## src/rtl/mips_isa_pkg.sv

```systemverilog
// mips_isa_pkg: MIPS opcode constants, format encodings, field positions and stage occupancy states
package mips_isa_pkg;
  localparam logic [5:0] OP_RTYPE = 6'h00;
  localparam logic [5:0] OP_J     = 6'h02;
  localparam logic [5:0] OP_JAL   = 6'h03;
  localparam logic [5:0] OP_ANDI  = 6'h0C;
  localparam logic [5:0] OP_ORI   = 6'h0D;
  localparam logic [5:0] OP_XORI  = 6'h0E;
  localparam logic [1:0] FMT_R = 2'd0;
  localparam logic [1:0] FMT_I = 2'd1;
  localparam logic [1:0] FMT_J = 2'd2;
  localparam int OPC_LSB   = 26;
  localparam int RS_LSB    = 21;
  localparam int RT_LSB    = 16;
  localparam int RD_LSB    = 11;
  localparam int SHAMT_LSB = 6;
  typedef enum logic [1:0] {ST_EMPTY, ST_ONE, ST_FULL} occ_t;
  function automatic logic [1:0] fmt_of(input logic [5:0] op);
    return (op == OP_RTYPE) ? FMT_R : (op == OP_J || op == OP_JAL) ? FMT_J : FMT_I;
  endfunction
endpackage

```

## src/rtl/ins_field_decode.sv

```systemverilog
// ins_field_decode: combinational split of a MIPS word into format-gated fields and targets
module ins_field_decode
  import mips_isa_pkg::*;
#(
  parameter int DATA_W = 32
) (
  input  logic [31:0]       instr,
  input  logic [DATA_W-1:0] pc,
  output logic [1:0]        fmt,
  output logic [5:0]        opcode,
  output logic [4:0]        rs,
  output logic [4:0]        rt,
  output logic [4:0]        rd,
  output logic [4:0]        shamt,
  output logic [5:0]        funct,
  output logic [DATA_W-1:0] imm_ext,
  output logic [DATA_W-1:0] jtarget,
  output logic [DATA_W-1:0] btarget
);
  logic [15:0]       imm;
  logic [DATA_W-1:0] sext;
  logic [DATA_W-1:0] pc4;
  logic              is_r;
  logic              is_i;
  logic              is_j;
  always_comb begin
    opcode  = instr[OPC_LSB +: 6];
    fmt     = fmt_of(opcode);
    is_r    = fmt == FMT_R;
    is_i    = fmt == FMT_I;
    is_j    = fmt == FMT_J;
    imm     = instr[15:0];
    sext    = {{(DATA_W-16){imm[15]}}, imm};
    pc4     = pc + DATA_W'(4);
    rs      = is_j ? '0 : instr[RS_LSB +: 5];
    rt      = is_j ? '0 : instr[RT_LSB +: 5];
    rd      = is_r ? instr[RD_LSB +: 5] : '0;
    shamt   = is_r ? instr[SHAMT_LSB +: 5] : '0;
    funct   = is_r ? instr[5:0] : '0;
    // logical immediates zero-extend; everything else in I-format sign-extends
    imm_ext = !is_i ? '0 :
              (opcode == OP_ANDI || opcode == OP_ORI || opcode == OP_XORI) ? {{(DATA_W-16){1'b0}}, imm} : sext;
    jtarget = is_j ? {pc4[DATA_W-1:28], instr[25:0], 2'b00} : '0;
    btarget = is_i ? pc4 + (sext << 2) : '0;
  end
endmodule

```

## src/rtl/ins_decode_stage.sv

```systemverilog
// ins_decode_stage: registered MIPS decode stage with valid/ready handshake and 2-entry skid buffer
module ins_decode_stage
  import mips_isa_pkg::*;
#(
  parameter int DATA_W  = 32,
  parameter int SKID_EN = 1
) (
  input  logic              clk,
  input  logic              rst_n,
  input  logic              flush,
  input  logic              in_valid,
  output logic              in_ready,
  input  logic [31:0]       in_instr,
  input  logic [DATA_W-1:0] in_pc,
  output logic              out_valid,
  input  logic              out_ready,
  output logic [1:0]        out_fmt,
  output logic [5:0]        out_opcode,
  output logic [4:0]        out_rs,
  output logic [4:0]        out_rt,
  output logic [4:0]        out_rd,
  output logic [4:0]        out_shamt,
  output logic [5:0]        out_funct,
  output logic [DATA_W-1:0] out_imm_ext,
  output logic [DATA_W-1:0] out_jtarget,
  output logic [DATA_W-1:0] out_btarget,
  output logic [DATA_W-1:0] out_pc
);
  typedef struct packed {
    logic [1:0]        fmt;
    logic [5:0]        opcode;
    logic [4:0]        rs;
    logic [4:0]        rt;
    logic [4:0]        rd;
    logic [4:0]        shamt;
    logic [5:0]        funct;
    logic [DATA_W-1:0] imm_ext;
    logic [DATA_W-1:0] jtarget;
    logic [DATA_W-1:0] btarget;
    logic [DATA_W-1:0] pc;
  } dec_t;
  dec_t dec;
  dec_t out_q;
  dec_t skid_q;
  occ_t state;
  logic accept;
  ins_field_decode #(.DATA_W(DATA_W)) u_fd (
    .instr   (in_instr),
    .pc      (in_pc),
    .fmt     (dec.fmt),
    .opcode  (dec.opcode),
    .rs      (dec.rs),
    .rt      (dec.rt),
    .rd      (dec.rd),
    .shamt   (dec.shamt),
    .funct   (dec.funct),
    .imm_ext (dec.imm_ext),
    .jtarget (dec.jtarget),
    .btarget (dec.btarget)
  );
  assign dec.pc    = in_pc;
  assign out_valid = state != ST_EMPTY;
  // without the skid register FULL is unreachable and ready must look at out_ready
  assign in_ready  = (SKID_EN != 0) ? (state != ST_FULL) : (!out_valid || out_ready);
  assign accept    = in_valid && in_ready;
  always_ff @(posedge clk or negedge rst_n) begin
    if (!rst_n) begin
      state  <= ST_EMPTY;
      out_q  <= '0;
      skid_q <= '0;
    end else if (flush) begin
      state <= ST_EMPTY;
    end else begin
      case (state)
        ST_EMPTY: if (accept) begin
          out_q <= dec;
          state <= ST_ONE;
        end
        ST_ONE: if (accept && !out_ready) begin
          skid_q <= dec;
          state  <= ST_FULL;
        end else if (accept) begin
          out_q <= dec;
        end else if (out_ready) begin
          state <= ST_EMPTY;
        end
        ST_FULL: if (out_ready) begin
          out_q <= skid_q;
          state <= ST_ONE;
        end
        default: state <= ST_EMPTY;
      endcase
    end
  end
  assign out_fmt     = out_q.fmt;
  assign out_opcode  = out_q.opcode;
  assign out_rs      = out_q.rs;
  assign out_rt      = out_q.rt;
  assign out_rd      = out_q.rd;
  assign out_shamt   = out_q.shamt;
  assign out_funct   = out_q.funct;
  assign out_imm_ext = out_q.imm_ext;
  assign out_jtarget = out_q.jtarget;
  assign out_btarget = out_q.btarget;
  assign out_pc      = out_q.pc;
endmodule
```

## config.mk

```make
export PLATFORM = sky130hd
export DESIGN_NAME = ins_decode_stage
export DESIGN_NICKNAME = d
export VERILOG_FILES = /design/src/rtl/mips_isa_pkg.sv /design/src/rtl/ins_field_decode.sv /design/src/rtl/ins_decode_stage.sv
export SDC_FILE = /design/constraint.sdc
export NUM_CORES = 1
export LEC_CHECK = 0
export BUFFER_PORTS_ARGS = -buffer_cell sky130_fd_sc_hd__clkbuf_2
export CORE_MARGIN = 1.5
export CORE_UTILIZATION = 60
export DETAILED_ROUTE_END_ITERATION = 6
export GPL_TIMING_DRIVEN = 0
export PLACE_DENSITY_LB_ADDON = 0.3
export SLEW_MARGIN = 40
export SYNTH_ARGS = -nofsm -noshare
export SYNTH_HDL_FRONTEND = slang
export SYNTH_SLANG_ARGS = --single-unit
```

## constraint.sdc

```tcl
create_clock -name clk -period 5.8 [get_ports clk]
set_input_delay 1.16 -clock clk [delete_from_list [all_inputs] [get_ports clk]]
set_output_delay 1.16 -clock clk [all_outputs]
set_load 0.005 [all_outputs]
```

==> run_results.csv, run 1 <==
group,metric,value,unit
min_path,hold_path.class,"flop to flop",
detailed_routing,ant_nets,0,
clock_network,cts_setup_buffers,0,
timing,maxSlewHeadroom,42.9,%
timing,maxSlewViolCount,0,
min_path,worstHoldStart,"skid_q[9]",
floorplanning,dieWidth,159,um
min_path,hold_path_depth,2,
global_route,overflow,0,
clock_network,cts_tree,"yes",
logic_synthesis,yosysWarnings,0,
timing,finalCriticalPeriod,4500,ps
floorplanning,pin_count,233,
global_route,busiest_layer,"met2",
setup_path,cp-end-kind,"flop",
detailed_routing,wire_per_inst,19.5,um
pwr,powerDensity,343,nW/um^2
timing,finalSetupViolCount,0,
min_path,min_to,"skid_q[9]",
placed_design,portBuffers,229,
detailed_routing,drtIter0Drc,1457,
outcome,violations,"DRC",
clock_network,cts_resized,0,
timing,finalClockSkew,27.7,ps
placed_design,pre_cts_slack,825,ps
timing,grt_setup_unrepaired,"false",
placed_design,place_inst,2305,
layout,nets,2124,
global_route,grt_start_max_net_pins,72,
timing,hold_viol,0,
setup_path,crit_fanout,7,
logic_synthesis,yosysTopAreaCellShare,50.2,%
detailed_routing,first_pass_iters,7,
logic_synthesis,ys.flop_type,"dfrtp_1",
logic_synthesis,synth_seq_area_share,50.2,%
logic_synthesis,synth_area_leaders,"dfrtp_1 (50%), nand2_1 (12%), nor2_1 (5.7%), a21oi_1 (4.5%), a31oi_1 (4.1%)",
setup_path,r2r_setup_slack,2810,ps
timing,worst_pin_slew,857,ps
timing,fin_ws,1300,ps
run,max-cap-violations,0,
layout,postLayoutCellArea,17300,um^2
detailed_routing,routed_wl,46200,um
logic_synthesis,ys_seq_elements,292,
clock_network,numCtsBuffers,31,
logic_synthesis,synth-edff-count,0,
clock_network,cts_sinks,292,
setup_path,reg2reg_to,"out_btarget[19]",
timing,timing.fmax,222,MHz
floorplanning,initial_core_util,61.6,%
detailed_routing,route.detailed.drc,2,
global_route,groute.layer.met1.usage,48.1,%
global_route,met3_usage,5.41,%
logic_synthesis,syn_area_per_cell,8.31,um^2
detailed_routing,num_vias,14100,
logic_synthesis,syn_inst,1752,
floorplanning,die_area,25200,um^2
pwr,p_leak,8.38,nW
placed_design,dpl_cell_area,16200,um^2
global_route,gr-usage-met2,59.1,%
logic_synthesis,synth_top_area_cell,"dfrtp_1",
clock_network,cts-root-buf,"clkbuf_16",
timing,finalSetupTns,0,ps
global_route,grt_pass1_vias,13700,
setup_path,worst_r2r_path_depth,7,
logic_synthesis,netlist_area,14600,um^2
global_route,antenna_found_initial,0,
layout,fin_cells,2364,
logic_synthesis,async_flop_share,100,%
global_route,grtUsageTotal,36.5,%
clock_network,ctsLongestPathBuffers,3,
layout,area_delta_synth_final,18.7,%
clock_network,cts_max_level,1,
layout,drive_gt1_share,15.6,%
clock_network,cts.hold.buffers_added,0,
setup_path,critPathRequiredTime,6220,ps
floorplanning,die_y,159,um
timing,fin_crit_sh,77.6,%
placed_design,gp_congestion,0.929,
placed_design,post-dp-hpwl,33500,um
setup_path,critical_path_class,"input pin to flop",
setup_path,critPathLaunchType,"input pin",
logic_synthesis,synth.distinct_cells,55,
global_route,grt_first_pass_wirelength,72800,um
floorplanning,rows,56,
setup_path,arrival,4920,ps
timing,whs,473,ps
pwr,ir_drop,0.000220,V
outcome,outcome,"finished, violations left",
detailed_routing,viasPerCell,5.97,
clock_network,clock_latency,580,ps
clock_network,cts.reportedPaths.clkPinSlew,60,ps
floorplanning,core_area,23600,um^2
setup_path,r2r_start,"state[1]",
==> registers in the layout (all words and copies together) (netlist names) <==
signal	count
out_pc	32
out_fmt	2
out_rs	5
skid_q	145
out_btarget	32
state	2
out_shamt	5
out_funct	6
out_opcode	6
out_imm_ext	17
out_jtarget	30
out_rt	5
out_rd	5
==> stage by stage <==
step / total power [mW] / utilization (%)
final: 5.93 / 73.2
after global routing: 6.20 / 73.2
after CTS: 5.93 / 73.2
after detailed placement: 3.93 / 68.7
after global placement: 3.86 / 68.2
after floorplan: 3.34 / -
==> synthesized netlist by cell type (3+ instances only) <==
| cell type | instances |
|---|---|
| a21o_1 | 12 |
| buf_4 | 17 |
| nand2b_1 | 6 |
| nand4_1 | 7 |
| and3_1 | 14 |
| ha_1 | 35 |
| nor2b_1 | 7 |
| o21ai_0 | 59 |
| or3_1 | 3 |
| and4_1 | 3 |
| clkbuf_1 | 106 |
| nand2_1 | 471 |
| inv_1 | 14 |
| buf_1 | 8 |
| o21a_1 | 5 |
| o31ai_1 | 12 |
| dfrtp_1 | 292 |
| a22o_1 | 7 |
| a21oi_1 | 131 |
| o21ai_1 | 3 |
| nor3_1 | 17 |
| a22oi_1 | 6 |
| nor2_1 | 221 |
| xor2_1 | 20 |
| nand3_1 | 102 |
| a31oi_1 | 96 |
| xnor2_1 | 35 |
| buf_2 | 4 |
| a211oi_1 | 3 |
| and2_1 | 6 |
==> final cells by class <==
| cell class | instances | area, um^2 |
|---|---|---|
| flip-flops and latches | 292 | 7310 |
| repair buffers | 233 | 1260 |
| inverters | 14 | 52.6 |
| fillers | 1885 | 6330 |
| plain buffers | 135 | 577 |
| clock buffers | 44 | 935 |
| clock inverters | 14 | 120 |
| well taps | 319 | 399 |
| multi-input cells | 1312 | 6620 |
| diodes | 1 | 2.50 |
==> routing by layer <==
metal,wire length (um),vias to the layer above
met5,0,-
met4,2580,0
met3,4210,158
met2,21500,786
met1,17800,6737
li1,-,6421
==> placed cells by master, fill, tap and decap left out, types with 31 or more instances in the layout <==
cell type  Yosys  layout
dfrtp_1      292     292
ha_1          35      35
clkbuf_1     106     107
nor2_1       221     221
clkbuf_16      0      31
o21ai_0       59      59
nand3_1      102     102
a21oi_1      131     131
a31oi_1       96      96
xnor2_1       35      35
nand2_1      471     471
clkbuf_2       0     229
==> kinds of logic after synthesis <==
group | share of synthesized area (%)
buffers and inverters | 4.32
adders and majority gates | 3.15
other | 0.0258
and+or+nand+nor | 24.4
xor gates and xnor gates | 3.31
DFF | 50.2
AOI/OAI and AO/OA | 14.6
==> worst max path at each step <==
stage                         from         endpoint  slack (ps)  cells after the start
after floorplan           in_pc[5]  out_btarget[30]        1590                     15
after global placement       rst_n       skid_q[27]       -2490                      1
after detailed placement  in_pc[4]  out_btarget[31]         830                     16
after CTS                 in_pc[4]  out_btarget[31]        1360                     16
after global routing      in_pc[9]  out_btarget[31]        1130                     17
final                     in_pc[9]  out_btarget[31]        1300                     17
==> power breakdown <==
part,switching [mW],internal [mW]
Clock,0.841,1.17
Combinational,0.714,0.524
Sequential,0.247,2.44
Total,1.80,4.13
==> worst max-delay path, stage by stage <==
cell and delay (ps):
clkbuf_2 160, and3_1 240, nand4_1 230, nor2_1 330, nand2_1 110, xnor2_1 170
ha_1 250, buf_2 160, and4_1 240, and3_1 220, and4_1 190, a31oi_1 320
o211ai_1 210, or3_1 430, and3_1 180, o21ai_1 180, a31oi_1 120
Note: power is estimated with default switching activity, not from simulation.
==> run 2: changes to the inputs <==
--- a/config.mk
+++ b/config.mk
@@ -5,9 +5,10 @@
 export SDC_FILE = /design/constraint.sdc
 export NUM_CORES = 1
 export LEC_CHECK = 0
+export ABC_AREA = 1
 export BUFFER_PORTS_ARGS = -buffer_cell sky130_fd_sc_hd__clkbuf_2
 export CORE_MARGIN = 1.5
-export CORE_UTILIZATION = 60
+export CORE_UTILIZATION = 52
 export DETAILED_ROUTE_END_ITERATION = 6
 export GPL_TIMING_DRIVEN = 0
 export PLACE_DENSITY_LB_ADDON = 0.3
==> constraint.sdc (replaced) <==
create_clock -name clk -period 4 [get_ports clk]
set_input_delay 0.8 -clock clk [delete_from_list [all_inputs] [get_ports clk]]
set_output_delay 0.8 -clock clk [all_outputs]
set_load 0.005 [all_outputs]
==> run_results.csv, run 2 <==
group,metric,value,unit
layout,nets,2433,
detailed_routing,viasPerCell,5.60,
logic_synthesis,synth_area_leaders,"dfrtp_1 (47%), nand2_1 (16%), a21oi_1 (5.5%), nor2_1 (5.3%), nand3_1 (4.3%)",
layout,area_delta_synth_final,17.6,%
logic_synthesis,synth.distinct_cells,41,
setup_path,r2r_start,"state[1]",
logic_synthesis,ys.flop_type,"dfrtp_1",
floorplanning,die_area,30900,um^2
placed_design,post-dp-hpwl,38800,um
placed_design,portBuffers,228,
layout,regArea,7310,um^2
logic_synthesis,synth.most_common_cell,"nand2_1",
clock_network,cts_sinks,292,
run,max-cap-violations,0,
floorplanning,dieWidth,176,um
outcome,outcome,"complete, no violations",
global_route,grt_first_pass_wirelength,78700,um
global_route,grtUsageTotal,32.6,%
timing,whs,130,ps
timing,maxSlewHeadroom,39.7,%
global_route,overflow,0,
timing,finalClockSkew,41.4,ps
logic_synthesis,async_flop_share,100,%
clock_network,numCtsBuffers,30,
pwr,p_leak,9.63,nW
setup_path,cp-end-kind,"flop",
layout,fin_cells,2739,
floorplanning,pin_count,233,
detailed_routing,routed_wl,50800,um
clock_network,cts_max_level,1,
setup_path,worst_r2r_path_depth,8,
detailed_routing,wire_per_inst,18.6,um
pwr,ir_drop,0.000328,V
layout,regMostFlops,"skid_q",
placed_design,place_inst,2686,
timing,timing.fmax,297,MHz
pwr,powerDensity,484,nW/um^2
clock_network,cts.reportedPaths.clkPinSlew,60,ps
timing,finalSetupTns,0,ps
clock_network,cts_tree,"yes",
global_route,grt_pass1_vias,14400,
detailed_routing,route.detailed.drc,0,
clock_network,cts_setup_buffers,0,
clock_network,cts-root-buf,"clkbuf_16",
setup_path,arrival,3810,ps
timing,hold_viol,0,
setup_path,critPathLaunchType,"input pin",
placed_design,gp_congestion,0.936,
layout,fill_cells,2699,
clock_network,ctsLongestPathBuffers,3,
placed_design,dpl_cell_area,17300,um^2
detailed_routing,num_vias,15300,
layout,postLayoutCellArea,18300,um^2
global_route,antenna_found_initial,1,
layout,mostFrequentLayoutCells,"nand2_1 (664), dfrtp_1 (292), clkbuf_2 (227)",
timing,finalSetupViolCount,0,
layout,largest_reg_flops,145,
logic_synthesis,netlist_area,15500,um^2
layout,drive_gt1_share,15.5,%
logic_synthesis,synth_seq_area_share,47.1,%
timing,maxSlewViolCount,0,
timing,worst_pin_slew,904,ps
layout,num_antenna_cells,0,
timing,finalCriticalPeriod,3370,ps
timing,fin_crit_sh,84.3,%
setup_path,r2r_setup_slack,1410,ps
global_route,grt_start_max_net_pins,72,
clock_network,clock_latency,590,ps
min_path,hold_path.class,"input pin to async pin",
floorplanning,die_y,176,um
detailed_routing,ant_nets,0,
logic_synthesis,ys_seq_elements,292,
clock_network,cts.hold.buffers_added,0,
layout,multi_input_area,7090,um^2
detailed_routing,first_pass_iters,5,
floorplanning,initial_core_util,52.6,%
layout,final_common_cell,"nand2_1",
logic_synthesis,yosysWarnings,0,
floorplanning,rows,63,
logic_synthesis,syn_area_per_cell,7.52,um^2
logic_synthesis,synth_commonest_cells,"nand2_1 (664), dfrtp_1 (292), nor2_1 (218)",
setup_path,reg2reg_to,"out_fmt[0]",
logic_synthesis,synth-edff-count,0,
logic_synthesis,yosysTopAreaCellShare,47.1,%
setup_path,crit_fanout,5,
clock_network,cts_resized,0,
timing,grt_setup_unrepaired,"false",
setup_path,critPathRequiredTime,4440,ps
detailed_routing,drtIter0Drc,1586,
setup_path,critical_path_class,"input pin to flop",
logic_synthesis,synth_top_area_cell,"dfrtp_1",
floorplanning,core_area,29500,um^2
pwr,totalPowerFinal,8.83,mW
logic_synthesis,syn_inst,2063,
==> run 2: cell count changes in the layout (fill, tap and decap cells not counted), moves of 9 or more <==
cell      delta
buf_2       +31
nand4_1      +9
a21oi_1     +40
inv_1      +121
xnor2_1     -34
a31oi_1     -57
nand3_1     +32
nand2_1    +193
clkbuf_1    -36
and3_1      -14
o31ai_1     +16
o21ai_0     +29
==> run 2: layer usage <==
| layer | global-route usage (%) | wire length (um) | vias to the layer above |
|---|---|---|---|
| met1 | 47.2 | 22400 | 7325 |
| li1 | - | - | 7189 |
| met3 | 6.08 | 4670 | 89 |
| met2 | 50.3 | 22600 | 732 |
| met5 | 0 | 0 | - |
| met4 | 8.90 | 1190 | 0 |
==> run 2: worst max-delay path by stage <==
stage | from | to | slack, ps
2_1_floorplan | in_pc[2] | out_btarget[31] | 960
3_3_place_gp | rst_n | skid_q[84] | -4010
3_5_place_dp | in_pc[3] | out_btarget[29] | 90
4_1_cts | in_pc[3] | out_btarget[29] | 670
5_1_grt | in_pc[3] | out_btarget[29] | 310
6_report | in_pc[3] | out_btarget[29] | 630
==> run 2: cells by family (layout without fill, tap and decap cells) <==
family	Yosys count	count (layout)	share of synthesized area, %
AND/OR/NAND/NOR	1089	1089	28.9
AO/OA/AOI/OAI	353	353	12.5
flip-flops	292	292	47.1
buffers and inverters	269	554	7.22
adder cells (fa/ha/maj)	36	36	2.95
XOR/XNOR	23	23	1.30
other	1	2	0.0242
==> run 2: where the power goes <==
part / leakage [nW] / internal [mW] / switching [mW] / total (mW)
sequential: 3.63 / 3.62 / 0.418 / 4.04
combinational: 5.51 / 0.810 / 1.18 / 1.99
clock: 0.494 / 1.60 / 1.21 / 2.81
==> run 2: metrics by stage <==
stage / setup WS (ps) / utilization, %
3_5_place_dp: 89.7 / 58.6
6_report: 629 / 61.9
5_1_grt: 313 / 61.9
3_3_place_gp: -4010 / 58.2
4_1_cts: 666 / 61.9
2_1_floorplan: 956 / -
==> run 2: layout make-up <==
class,count,area share [%]
Buffer,127,3.22
Inverter,142,2.92
Sequential cell,292,40.0
Clock buffer,39,4.57
Clock inverter,14,0.816
Multi-Input combinational cell,1503,38.9
Timing Repair Buffer,232,6.90
Tap cell,390,2.67
==> run 2: critical path, stage by stage <==
cell and delay (ps):
clkbuf_2 170, ha_1 170, nand3_1 70, nor2_1 180, nand2_1 110, inv_1 130
nand2_1 90, nor4_1 320, xor2_1 150, ha_1 400, nand2_1 120, nor2_1 250
nand2_1 150, nor3_1 150, nand2_1 120, nand2_1 90, nand2_1 50, nand3_1 90
nand2_1 70, nand2_1 90, nand2_1 60
